==> src/rtl/instruction_decode.sv <==
// Decode stage: turns a fetched 16-bit instruction into a registered 19-bit
// packet for the register-read stage.
// Optional LM/SM micro-op expansion is built only when LMSM_EXPAND_EN is
// defined. Without it, LM/SM decode as bubbles and busy is tied low.
module instruction_decode (
  input  logic        clk,
  input  logic        resetn,
  input  logic        flush,
  input  logic        stall,
  input  logic        in_valid,
  input  logic [15:0] instr,
  output logic        busy,
  output logic [18:0] out_data
);

  localparam logic [3:0] OP_LM = 4'b0110;
  localparam logic [3:0] OP_SM = 4'b0111;

  // Packet type for each opcode; 2'b00 means the opcode is not recognised.
  function automatic logic [1:0] op_type(input logic [3:0] op);
    case (op)
      4'b0000, 4'b0010:                            op_type = 2'b11;
      4'b0001, 4'b0100, 4'b0101, 4'b1100, 4'b1001: op_type = 2'b10;
      4'b0011, 4'b1000:                            op_type = 2'b01;
      default:                                     op_type = 2'b00;
    endcase
  endfunction

  logic [18:0] plain_pkt;

  // Build the packet for an ordinary instruction, or a bubble for an unknown opcode.
  // NOTE: every signal assigned in always_comb gets a default first, so no latch is inferred.
  always_comb begin
    plain_pkt = '0;
    if (op_type(instr[15:12]) != 2'b00)
      plain_pkt = {instr[11:0], instr[15:12], 1'b0, op_type(instr[15:12])};
  end

`ifdef LMSM_EXPAND_EN
  localparam logic [0:0] S_IDLE  = 1'b0;
  localparam logic [0:0] S_MULTI = 1'b1;

  logic [0:0]  state_q;
  logic [2:0]  base_q;
  logic [7:0]  mask_q;   // mask bits not yet emitted
  logic [2:0]  cnt_q;    // micro-ops already emitted for this instruction
  logic        sm_q;     // 1 = SM, 0 = LM

  logic        is_lmsm;
  logic [7:0]  sel_mask;
  logic [7:0]  rem_mask;
  logic [2:0]  k;
  logic [2:0]  cur_base;
  logic [2:0]  cur_cnt;
  logic [3:0]  cur_op;
  logic [18:0] micro_pkt;

  assign is_lmsm = in_valid && ((instr[15:12] == OP_LM) || (instr[15:12] == OP_SM));
  assign busy    = (state_q == S_MULTI);

  // Select the lowest pending mask bit and format its micro-op.
  // In IDLE the source is the incoming instruction; in MULTI it is the latched copy.
  always_comb begin
    if (state_q == S_MULTI) begin
      sel_mask = mask_q;
      cur_base = base_q;
      cur_cnt  = cnt_q;
      cur_op   = {3'b011, sm_q};
    end else begin
      sel_mask = instr[7:0];
      cur_base = instr[11:9];
      cur_cnt  = 3'd0;
      cur_op   = instr[15:12];
    end
    k = 3'd0;
    for (int i = 7; i >= 0; i--)
      if (sel_mask[i]) k = 3'(i);
    rem_mask  = sel_mask & ~(8'd1 << k);
    micro_pkt = {cur_base, k, 3'b000, cur_cnt, cur_op, (rem_mask == 8'd0), 2'b10};
  end

  // Stage register plus expansion FSM: flush overrides stall, and stall freezes everything.
  // NOTE: sequential state uses non-blocking assignments so all registers update together.
  always_ff @(posedge clk or negedge resetn) begin
    if (!resetn) begin
      out_data <= '0;
      state_q  <= S_IDLE;
      base_q   <= '0;
      mask_q   <= '0;
      cnt_q    <= '0;
      sm_q     <= 1'b0;
    end else if (flush) begin
      out_data <= '0;
      state_q  <= S_IDLE;
      mask_q   <= '0;
    end else if (!stall) begin
      if (state_q == S_MULTI) begin
        out_data <= micro_pkt;
        mask_q   <= rem_mask;
        cnt_q    <= cnt_q + 3'd1;
        if (rem_mask == 8'd0) state_q <= S_IDLE;
      end else if (is_lmsm) begin
        if (instr[7:0] == 8'd0) begin
          out_data <= '0;
        end else begin
          out_data <= micro_pkt;
          if (rem_mask != 8'd0) begin
            state_q <= S_MULTI;
            base_q  <= instr[11:9];
            mask_q  <= rem_mask;
            cnt_q   <= 3'd1;
            sm_q    <= instr[12];
          end
        end
      end else begin
        out_data <= in_valid ? plain_pkt : '0;
      end
    end
  end
`else
  assign busy = 1'b0;

  // Stage register: flush overrides stall, and stall holds the packet.
  // NOTE: sequential state uses non-blocking assignments so all registers update together.
  always_ff @(posedge clk or negedge resetn) begin
    if (!resetn)        out_data <= '0;
    else if (flush)     out_data <= '0;
    else if (!stall)    out_data <= in_valid ? plain_pkt : '0;
  end
`endif

endmodule

==> config.mk <==
export PLATFORM = sky130hd
export DESIGN_NAME = instruction_decode
export DESIGN_NICKNAME = d
export VERILOG_FILES = /design/src/rtl/instruction_decode.sv
export SDC_FILE = /design/constraint.sdc
export NUM_CORES = 1
export LEC_CHECK = 0
export BUFFER_PORTS_ARGS = -buffer_cell sky130_fd_sc_hd__buf_2
export CAP_MARGIN = 20
export CORE_ASPECT_RATIO = 1.25
export CORE_MARGIN = 3
export CORE_UTILIZATION = 46
export DETAILED_ROUTE_END_ITERATION = 16
export GPL_ROUTABILITY_DRIVEN = 0
export PLACE_DENSITY_LB_ADDON = 0.15
export SYNTH_ARGS = -nofsm -noshare
export SYNTH_HDL_FRONTEND = slang
export SYNTH_SLANG_ARGS = --single-unit
==> constraint.sdc <==
create_clock -name clk -period 1.52 [get_ports clk]
set_input_delay 0.152 -clock clk [delete_from_list [all_inputs] [get_ports clk]]
set_output_delay 0.152 -clock clk [all_outputs]
set_load 0.005 [all_outputs]
==> qor.yml <==
outcome: "finished clean"
fin_tns_setup_ps: 0
fin_util_pct: 64.6
die_h_um: 52.7
ys.flop_type: "dfrtp_1"
power_density_mw_per_mm2: 871
slew_headroom_pct: 64.1
rr_startpoint: "out_data[9]"
timing.max_cap.violations: 0
layoutNonFillerInstCount: 121
holdCritStartpoint: "instr[1]"
routedWlPerCell_um: 14.3
num_vias: 647
wirelength_um: 1740
tightest_slew_ps: 539
firstDrtPassIters: 4
clockBufferDepth: 2
p_leak_nw: 0.570
hp-class: "input port to flip-flop"
synth_edf_count: 0
crit_path_start: "flush"
synthTopCellsByCount: "dfrtp_1 (18), a22o_1 (12), a21oi_1 (5), nand2_1 (5), buf_2 (3)"
hold_path_depth: 2
dr.first_iter.drc_count: 7
ys_types: 23
criticalPathCategory: "input port to flip-flop"
fmax_mhz: 866
clock_sinks: 18
crit_required_ps: 1750
initial_core_util_pct: 50.1
synth_area_sq_um: 802
overflow: 0
synth_top_cell_area_share_pct: 56.2
final_max_slew_viol_count: 0
rrSetupSlack_ps: 800
ys_seq_area_share_pct: 56.2
layout.nets: 125
setup_ws_ps: 366
grt_antenna_before_repair: 0
top_register: "out_data"
track_usage_pct: 17.6
viasPerCell: 5.35
die_w_um: 43.3
ctsHtreeMaxLevel: 1
yosysMostFrequentCell: "dfrtp_1"
multi_input_area_sq_um: 310
ys_top_cells_by_area: "dfrtp_1 (56%), a22o_1 (13%), a221oi_4 (3.3%)"
cp.arrival_ps: 1380
clk_pin_slew_ps: 100
ff_latch_area_sq_um: 450
cp_max_fo: 12
die_area_sq_mm: 0.00228
biggestRegsByFlops: "out_data x18"
reg2reg_depth: 1
cts_tree: "built"
end_kind: "flip-flop"
dpl_worst_slack_ps: 65.1
setup-violations-final: 0
ant_nets: 0
drc: 0
core_region_area_sq_mm: 0.00160
io_buffer_count: 38
cts_buffers: 3
drive_above_1_share_pct: 46.6
largest_reg_flops: 18
r2r-end: "out_data[9]"
grt_pass1_vias: 680
final-hold-violation-count: 0
clock_latency_ps: 280
final.setup_skew_ps: 0
period_minus_slack_ps: 1150
clockRootBuffer: "clkbuf_4"
rsz0062_at_grt: "no"
ys_seq_elements: 18
fin_crit_sh_pct: 76.0
yosysTopAreaCell: "dfrtp_1"
placedCellCount: 116
fill_cells: 143
async_flop_share_pct: 100
worstHoldEndpoint: "out_data[8]"
synthToLayoutAreaGrowth_pct: 29.0
grt_pass1_wl_um: 2950
ios: 41
cp-start-kind: "input port"
syn_avg_cell_area_sq_um: 12.5
grt_max_degree: 19
ctsResizeCount: 0
ir_drop_mv: 0.565
num_antenna_cells: 0
rows: 16
postSynthCellCount: 64
yosys_warnings: 0
dpl.hpwl_um: 1300
layout by cell type, fill, tap and decap left out:
master | synthesis | final
a211oi_1 | 1 | 1
a21o_1 | 2 | 2
a21oi_1 | 5 | 5
a221oi_4 | 1 | 1
a22o_1 | 12 | 12
a32o_1 | 2 | 2
and4bb_2 | 1 | 1
buf_2 | 3 | 38
buf_4 | 2 | 2
clkbuf_4 | 0 | 3
clkbuf_8 | 0 | 1
conb_1 | 1 | 2
dfrtp_1 | 18 | 18
dlygate4sd3_1 | 0 | 1
mux2_2 | 1 | 1
nand2_1 | 5 | 5
nand2b_1 | 1 | 1
nor2b_1 | 1 | 1
o21a_1 | 1 | 1
o21ai_0 | 1 | 1
or3_1 | 1 | 1
or3b_4 | 1 | 1
or4b_1 | 1 | 1
xnor2_1 | 1 | 1
metal layers:
metal	vias to the layer above	part of all wire (%)	global-route usage, %
li1	316	-	-
met1	308	43	22.5
met2	21	51	27.3
met3	2	5.8	4.12
met4	0	0.46	9.05
met5	-	0	0
worst max-delay path, cell delays in order:
cell      delay (ps)
buf_2            130
or3b_4           420
a221oi_4         450
a22o_1           220
cells by family after synthesis:
group           Yosys count  synth area share, %
compound gates           25                 26.4
xor+xnor                  1                 1.09
other cells               1                0.468
simple gates             11                 8.89
buf+inv                   7                 5.61
flops                    18                 56.2
mux                       1                 1.40
how the worst max path moves through the flow:
stage / to
after floorplan: out_data[0]
after global placement: out_data[12]
after detailed placement: out_data[13]
after CTS: out_data[13]
after global routing: out_data[13]
final: out_data[13]
timing repair:
action / CTS / global route
setup buffers: 0 / 0
hold endpoints to repair: 18 / 0
hold buffers: 1 / 0
power breakdown:
| part | leakage (nW) | internal, W | switching [W] |
|---|---|---|---|
| registers | 0.249 | 0.000491 | 0.00000605 |
| logic | 0.300 | 0.0000533 | 0.0000600 |
| clock network | 0.0210 | 0.000146 | 0.000145 |
| total | 0.570 | 0.000690 | 0.000211 |
per-stage QoR:
step	power, W	hold slack, ps	area [sq um]
3_3_place_gp	0.000615	95.4	988
4_1_cts	0.000908	64.0	1030
3_5_place_dp	0.000618	102	988
2_1_floorplan	0.000562	-144	806
6_report	0.000901	70.4	1030
5_1_grt	0.000951	58.8	1030
area by class of cell:
class,instances,area share (%)
repair buffers,41,20.8
multi-input cells,40,30.0
clock buffers,4,3.51
well taps,18,2.18
flip-flops and latches,18,43.5
Note: power is estimated with default switching activity, not from simulation.
